**src/rtl/id_char_gen_if.sv**
```systemverilog
// Character-stream bus for id_char_gen.
// The request side (start, counts, first letter, hold) comes from the master.
// The per-cycle character stream and status flags come back from the slave.
interface id_char_gen_if #(
  parameter int CNT_W = 4
);
  logic             start;
  logic [CNT_W-1:0] let_num;
  logic [CNT_W-1:0] dig_num;
  logic [4:0]       first_char;
  logic             hold;
  logic [7:0]       char_out;
  logic             char_valid;
  logic             busy;
  logic             done;

  modport master (
    output start, let_num, dig_num, first_char, hold,
    input  char_out, char_valid, busy, done
  );

  modport slave (
    input  start, let_num, dig_num, first_char, hold,
    output char_out, char_valid, busy, done
  );
endinterface

```
**src/rtl/id_char_gen.sv**
```systemverilog
// Identifier stream generator.
// On a start request it emits N letters, then M digits, then a '/'
// separator, one registered ASCII character per clock.
module id_char_gen #(
  parameter int CNT_W = 4
) (
  input logic         clk,
  input logic         reset,
  id_char_gen_if.slave bus
);

  typedef enum logic [1:0] {IDLE, LETTER, DIGIT, SEP} state_t;

  state_t           state_q, state_d;
  logic [CNT_W-1:0] let_num_q, let_num_d;
  logic [CNT_W-1:0] dig_num_q, dig_num_d;
  logic [CNT_W-1:0] idx_q, idx_d;
  logic [4:0]       letter_q, letter_d;
  logic [3:0]       digit_q, digit_d;
  logic [7:0]       char_q, char_d;
  logic             valid_q, valid_d;
  logic             busy_q, busy_d;
  logic             done_q, done_d;

  logic             go_letter, go_digit, go_sep;
  logic [4:0]       cur_letter;
  logic [3:0]       cur_digit;
  logic [CNT_W-1:0] cur_idx;

  // Next-state logic: pick which character to show next, then build the
  // registered outputs and the wrapped letter/digit indices for it.
  always_comb begin
    state_d    = state_q;
    let_num_d  = let_num_q;
    dig_num_d  = dig_num_q;
    idx_d      = idx_q;
    letter_d   = letter_q;
    digit_d    = digit_q;
    char_d     = char_q;
    valid_d    = valid_q;
    busy_d     = busy_q;
    done_d     = done_q;
    go_letter  = 1'b0;
    go_digit   = 1'b0;
    go_sep     = 1'b0;
    cur_letter = 5'd0;
    cur_digit  = 4'd0;
    cur_idx    = '0;

    if (!(bus.hold && state_q != IDLE)) begin
      case (state_q)
        IDLE: begin
          char_d  = 8'h00;
          valid_d = 1'b0;
          busy_d  = 1'b0;
          done_d  = 1'b0;
          idx_d   = '0;
          if (bus.start) begin
            let_num_d  = bus.let_num;
            dig_num_d  = bus.dig_num;
            cur_letter = (bus.first_char > 5'd25) ? 5'd0 : bus.first_char;
            if (bus.let_num != '0)      go_letter = 1'b1;
            else if (bus.dig_num != '0) go_digit  = 1'b1;
            else                        go_sep    = 1'b1;
          end
        end
        LETTER: begin
          if (idx_q != let_num_q) begin
            cur_letter = letter_q;
            cur_idx    = idx_q;
            go_letter  = 1'b1;
          end else if (dig_num_q != '0) begin
            go_digit = 1'b1;
          end else begin
            go_sep = 1'b1;
          end
        end
        DIGIT: begin
          if (idx_q != dig_num_q) begin
            cur_digit = digit_q;
            cur_idx   = idx_q;
            go_digit  = 1'b1;
          end else begin
            go_sep = 1'b1;
          end
        end
        default: begin
          state_d = IDLE;
          char_d  = 8'h00;
          valid_d = 1'b0;
          busy_d  = 1'b0;
          done_d  = 1'b0;
          idx_d   = '0;
        end
      endcase

      if (go_letter) begin
        state_d  = LETTER;
        char_d   = 8'h61 + {3'b000, cur_letter};
        letter_d = (cur_letter == 5'd25) ? 5'd0 : cur_letter + 5'd1;
        idx_d    = cur_idx + CNT_W'(1);
        valid_d  = 1'b1;
        busy_d   = 1'b1;
        done_d   = 1'b0;
      end else if (go_digit) begin
        state_d = DIGIT;
        char_d  = 8'h30 + {4'b0000, cur_digit};
        digit_d = (cur_digit == 4'd9) ? 4'd0 : cur_digit + 4'd1;
        idx_d   = cur_idx + CNT_W'(1);
        valid_d = 1'b1;
        busy_d  = 1'b1;
        done_d  = 1'b0;
      end else if (go_sep) begin
        state_d = SEP;
        char_d  = 8'h2F;
        idx_d   = '0;
        valid_d = 1'b1;
        busy_d  = 1'b1;
        done_d  = 1'b1;
      end
    end
  end

  // State and output registers; reset forces an idle, empty generator.
  always_ff @(posedge clk) begin
    if (reset) begin
      state_q   <= IDLE;
      let_num_q <= '0;
      dig_num_q <= '0;
      idx_q     <= '0;
      letter_q  <= 5'd0;
      digit_q   <= 4'd0;
      char_q    <= 8'h00;
      valid_q   <= 1'b0;
      busy_q    <= 1'b0;
      done_q    <= 1'b0;
    end else begin
      state_q   <= state_d;
      let_num_q <= let_num_d;
      dig_num_q <= dig_num_d;
      idx_q     <= idx_d;
      letter_q  <= letter_d;
      digit_q   <= digit_d;
      char_q    <= char_d;
      valid_q   <= valid_d;
      busy_q    <= busy_d;
      done_q    <= done_d;
    end
  end

  assign bus.char_out   = char_q;
  assign bus.char_valid = valid_q;
  assign bus.busy       = busy_q;
  assign bus.done       = done_q;

endmodule

```
**src/flat_wrapper.sv**
```systemverilog
// flat-port wrapper written by rule: the top's interface ports become plain ports
module id_char_gen_flat 
#(
  parameter int CNT_W = 4
)
  (clk, reset, bus_start, bus_let_num, bus_dig_num, bus_first_char, bus_hold, bus_char_out, bus_char_valid, bus_busy, bus_done);
  id_char_gen_if #(.CNT_W(CNT_W)) bus_i ();
  input logic clk;
  input logic reset;
  input wire logic [$bits(bus_i.start)-1:0] bus_start;
  input wire logic [$bits(bus_i.let_num)-1:0] bus_let_num;
  input wire logic [$bits(bus_i.dig_num)-1:0] bus_dig_num;
  input wire logic [$bits(bus_i.first_char)-1:0] bus_first_char;
  input wire logic [$bits(bus_i.hold)-1:0] bus_hold;
  output wire logic [$bits(bus_i.char_out)-1:0] bus_char_out;
  output wire logic [$bits(bus_i.char_valid)-1:0] bus_char_valid;
  output wire logic [$bits(bus_i.busy)-1:0] bus_busy;
  output wire logic [$bits(bus_i.done)-1:0] bus_done;
  assign bus_i.start = bus_start;
  assign bus_i.let_num = bus_let_num;
  assign bus_i.dig_num = bus_dig_num;
  assign bus_i.first_char = bus_first_char;
  assign bus_i.hold = bus_hold;
  assign bus_char_out = bus_i.char_out;
  assign bus_char_valid = bus_i.char_valid;
  assign bus_busy = bus_i.busy;
  assign bus_done = bus_i.done;
  id_char_gen #(.CNT_W(CNT_W)) u_core (.clk(clk), .reset(reset), .bus(bus_i));
endmodule
```
**config.mk**
```make
export PLATFORM = sky130hd
export DESIGN_NAME = id_char_gen_flat
export DESIGN_NICKNAME = d
export VERILOG_FILES = /design/src/rtl/id_char_gen_if.sv /design/src/rtl/id_char_gen.sv /design/src/flat_wrapper.sv
export SDC_FILE = /design/constraint.sdc
export NUM_CORES = 1
export LEC_CHECK = 0
export BUFFER_PORTS_ARGS = -buffer_cell sky130_fd_sc_hd__buf_2
export CAP_MARGIN = 20
export CORE_ASPECT_RATIO = 1.4
export CORE_MARGIN = 2
export CORE_UTILIZATION = 47
export CTS_CLUSTER_SIZE = 10
export DETAILED_ROUTE_END_ITERATION = 12
export GPL_TIMING_DRIVEN = 0
export PLACE_DENSITY_LB_ADDON = 0.1
export SLEW_MARGIN = 20
export SYNTH_ARGS = -nofsm -noshare
export SYNTH_HDL_FRONTEND = slang
export SYNTH_SLANG_ARGS = --single-unit
export TNS_END_PERCENT = 100
```
**constraint.sdc**
```tcl
create_clock -name clk -period 2.6 [get_ports clk]
set_input_delay 0.13 -clock clk [delete_from_list [all_inputs] [get_ports clk]]
set_output_delay 0.13 -clock clk [all_outputs]
set_load 0.1 [all_outputs]
```
==> summary.txt <==
Global route
  • Vias in the first global route: 1687
  • First-pass GRT wire length: 7.52 mm
  • Overflow after GRT: 0
  • Gr usage total: approximately a fifth
  • Pin count of the biggest net entering global routing: 12
  • Initial antenna violation count: 0

Clock tree
  • Skew-Pair Late Insertion Delay: 290 ps
  • Root buf cell: clkbuf_8
  • Clock Tree Buf Depth: 2
  • CTS tree: yes
  • Clock-pin slew on the worst setup and hold paths: ~70 ps
  • CTS resizes: 2
  • # Post-CTS Setup Buffers: 0
  • Htree depth: 2
  • Hold Buf Count CTS: 0
  • Sink Count: 33
  • TritonCTS Buffers: 5

Yosys
  • Seq/Total Area, Yosys: 34.6%
  • Synth warn: 0
  • Post-synth EDFFs: 0
  • Synth unique cells: 50
  • Post-synth ARST share: 0%
  • Prevailing post-synth register cell: dfxtp_1
  • Share of the synthesized area in the top cell type: 34.6%
  • Leading area contributor after synthesis: dfxtp_1
  • Net count after synthesis: 255
  • Mean Syn Cell Area: roughly 8.3 um^2
  • Synth Instances: 230
  • Post-synthesis register bit count: 33
  • Ranking of synthesized cells by area: dfxtp_1, a21oi_1, nand2_1
  • Synth Cell Area: 0.00191 mm^2

Power and ir drop
  • Peak supply drop: 0.000609 V
  • Total power draw: 2.36 mW
  • Power Density: 1070 mW/mm^2
  • Leak: 0.869 nW

STA
  • RSZ-0062 raised after global routing: no
  • Final worst slack: 154 ps
  • Slew HR: between 40% and 50%
  • Setup-failing EPs final: 0
  • Fin. Hold Viols: 0
  • Fmax: 0.409 GHz
  • Slew of the pin with the lowest slew margin: 751 ps
  • Period utilization: between 90 and 100%
  • Slew Viols, Final: 0
  • Clock skew: 5.50 ps
  • Post-layout minimum cycle time: 2450 ps
  • WHS: 84.1 ps

Cells and area
  • Antenna cell count: 0
  • Register Area: 663 um^2
  • # fillers: 394
  • Final Net Count: 288
  • Multi-input logic area: 0.00121 mm^2
  • Area Growth Syn to Fin: 15.8%
  • Share of cells above drive strength 1: a little under a quarter

Placement
  • DP HPWL: 3.48 mm
  • Gpl congestion: slightly below 0.9
  • Port Buffers: 26
  • Dpl ws: -30.5 ps

Routing
  • Initial DRC Count: approximately 90
  • Post-DR wirelength/cell: 14.7 um
  • Detailed Route WL: 4.50 mm
  • Vias per cell: approximately 5.9
  • Remaining DRCs: 0
  • Routed Antenna Nets: 0
  • DR vias: approximately 1800
  • Number of detailed-route iterations in the first pass: 4

Floorplan
  • Core ar.: 0.00392 mm^2
  • Std cell rows: 27
  • Full die area: roughly 0.0046 mm^2
  • I/O pins: 28
  • Starting density of the core: 48.8%
  • Die Y: 79.4 um
  • Die width: 57.9 um

Run
  • Max cap viols: 0

Worst setup path
  • Worst setup EP type: flop
  • Setup CP Type: flop to flop
  • Critical Path AT: 2670 ps
  • Worst Path Required: about 2800 ps
  • CP Max Fanout: 10
  • Worst Setup Start Kind: flop

Hold path
  • Tightest Hold Check Type: primary input to flop

Status
  • Status: completed
## synthesized netlist by cell type (2+ instances only)
library cell  number
dfxtp_1           33
o21a_1             3
inv_1              9
nand4_1            4
xnor2_2            4
nor3_1             3
a211oi_1           2
or4_1              3
a31oi_1            7
a22oi_1           10
a21oi_1           25
a22o_2             2
and3_1             3
xor2_1             2
ha_1               8
o21ai_0           15
nand2_1           33
nor2_1            15
nand3_1            4
nor4_1             2
clkbuf_1           3
o211a_1            2
and2_1             5
nor2b_1            3
xnor2_1            5
## cell usage in the layout (no fill, tap or decap), drive strengths merged, types with 4 or more instances in the layout
cell and instances:
a21oi 26, a22oi 10, a31oi 7, and2 6, buf 29, clkbuf 8, dfxtp 33, ha 8
inv 9, nand2 33, nand3 4, nand4 4, nor2 15, o21ai 15, xnor2 9
## cells by family after synthesis
family	share of synthesized area, %
buffers and inverters	3.54
DFF	34.6
and+or+nand+nor	22.8
xor gates and xnor gates	6.61
AOI/OAI and AO/OA	27.2
adders and majority gates	5.24
## cell type report
cell class | count | share of cell area (%)
inverter | 9 | 1.53
tap | 43 | 2.43
sequential | 33 | 30.0
clock buffer | 5 | 3.11
timing repair buffer | 26 | 5.88
buffer | 6 | 1.58
multi-input combinational | 182 | 54.7
clock inverter | 3 | 0.791
## worst max-delay path: stages (launching register included)
cell and delay (ps):
dfxtp_2 370, inv_1 70, ha_1 250, and2_1 200, clkbuf_2 190, and3_1 220, o211a_1 220, o31ai_2 320
nor3b_1 130, or2_2 290, a21oi_1 110
## power by group
part           total [mW]  internal [mW]  switching [mW]
Combinational        1.28          0.365           0.917
Clock               0.381          0.184           0.197
Sequential          0.696          0.612          0.0835
## flip-flops by register name, indices dropped and copies added (netlist names)
signal                 count
u_core.bus.char_out        8
u_core.bus.char_valid      1
u_core.bus.done            1
u_core.dig_num_q           4
u_core.digit_q             4
u_core.idx_q               4
u_core.let_num_q           4
u_core.letter_q            5
u_core.state_q             2
## layer usage
layer | global-route usage [%] | vias up | share of wire, %
met2 | 39.0 | 41 | 52
met5 | 0 | - | 0
met3 | 3.89 | 14 | 3.2
li1 | - | 905 | -
met1 | 23.2 | 837 | 42
met4 | 10.2 | 0 | 2.6
## stage by stage
| stage | util [%] | instance area, um^2 | TNS (ps) | instances |
|---|---|---|---|---|
| floorplan | - | 1910 | 0 | 230 |
| global placement | 53.4 | 2090 | -18.9 | 299 |
| detailed placement | 53.4 | 2090 | -30.5 | 299 |
| CTS | 55.8 | 2190 | 0 | 307 |
| global route | 56.5 | 2210 | 0 | 307 |
| finish | 56.5 | 2210 | 0 | 307 |
## path summary, 6_finish.rpt
path | from | to | slack (ps) | cells past startpoint
setup / recovery | u_core.state_q[0] | u_core.bus.char_out[5] | 150 | 10
hold / removal | bus_dig_num[3] | u_core.dig_num_q[3] | 80 | 3
setup reg to reg | u_core.state_q[0] | u_core.bus.char_out[5] | 150 | 10
hold reg to reg | u_core.bus.char_out[5] | u_core.bus.char_out[5] | 450 | 2
(Power assumes the default switching activity.)
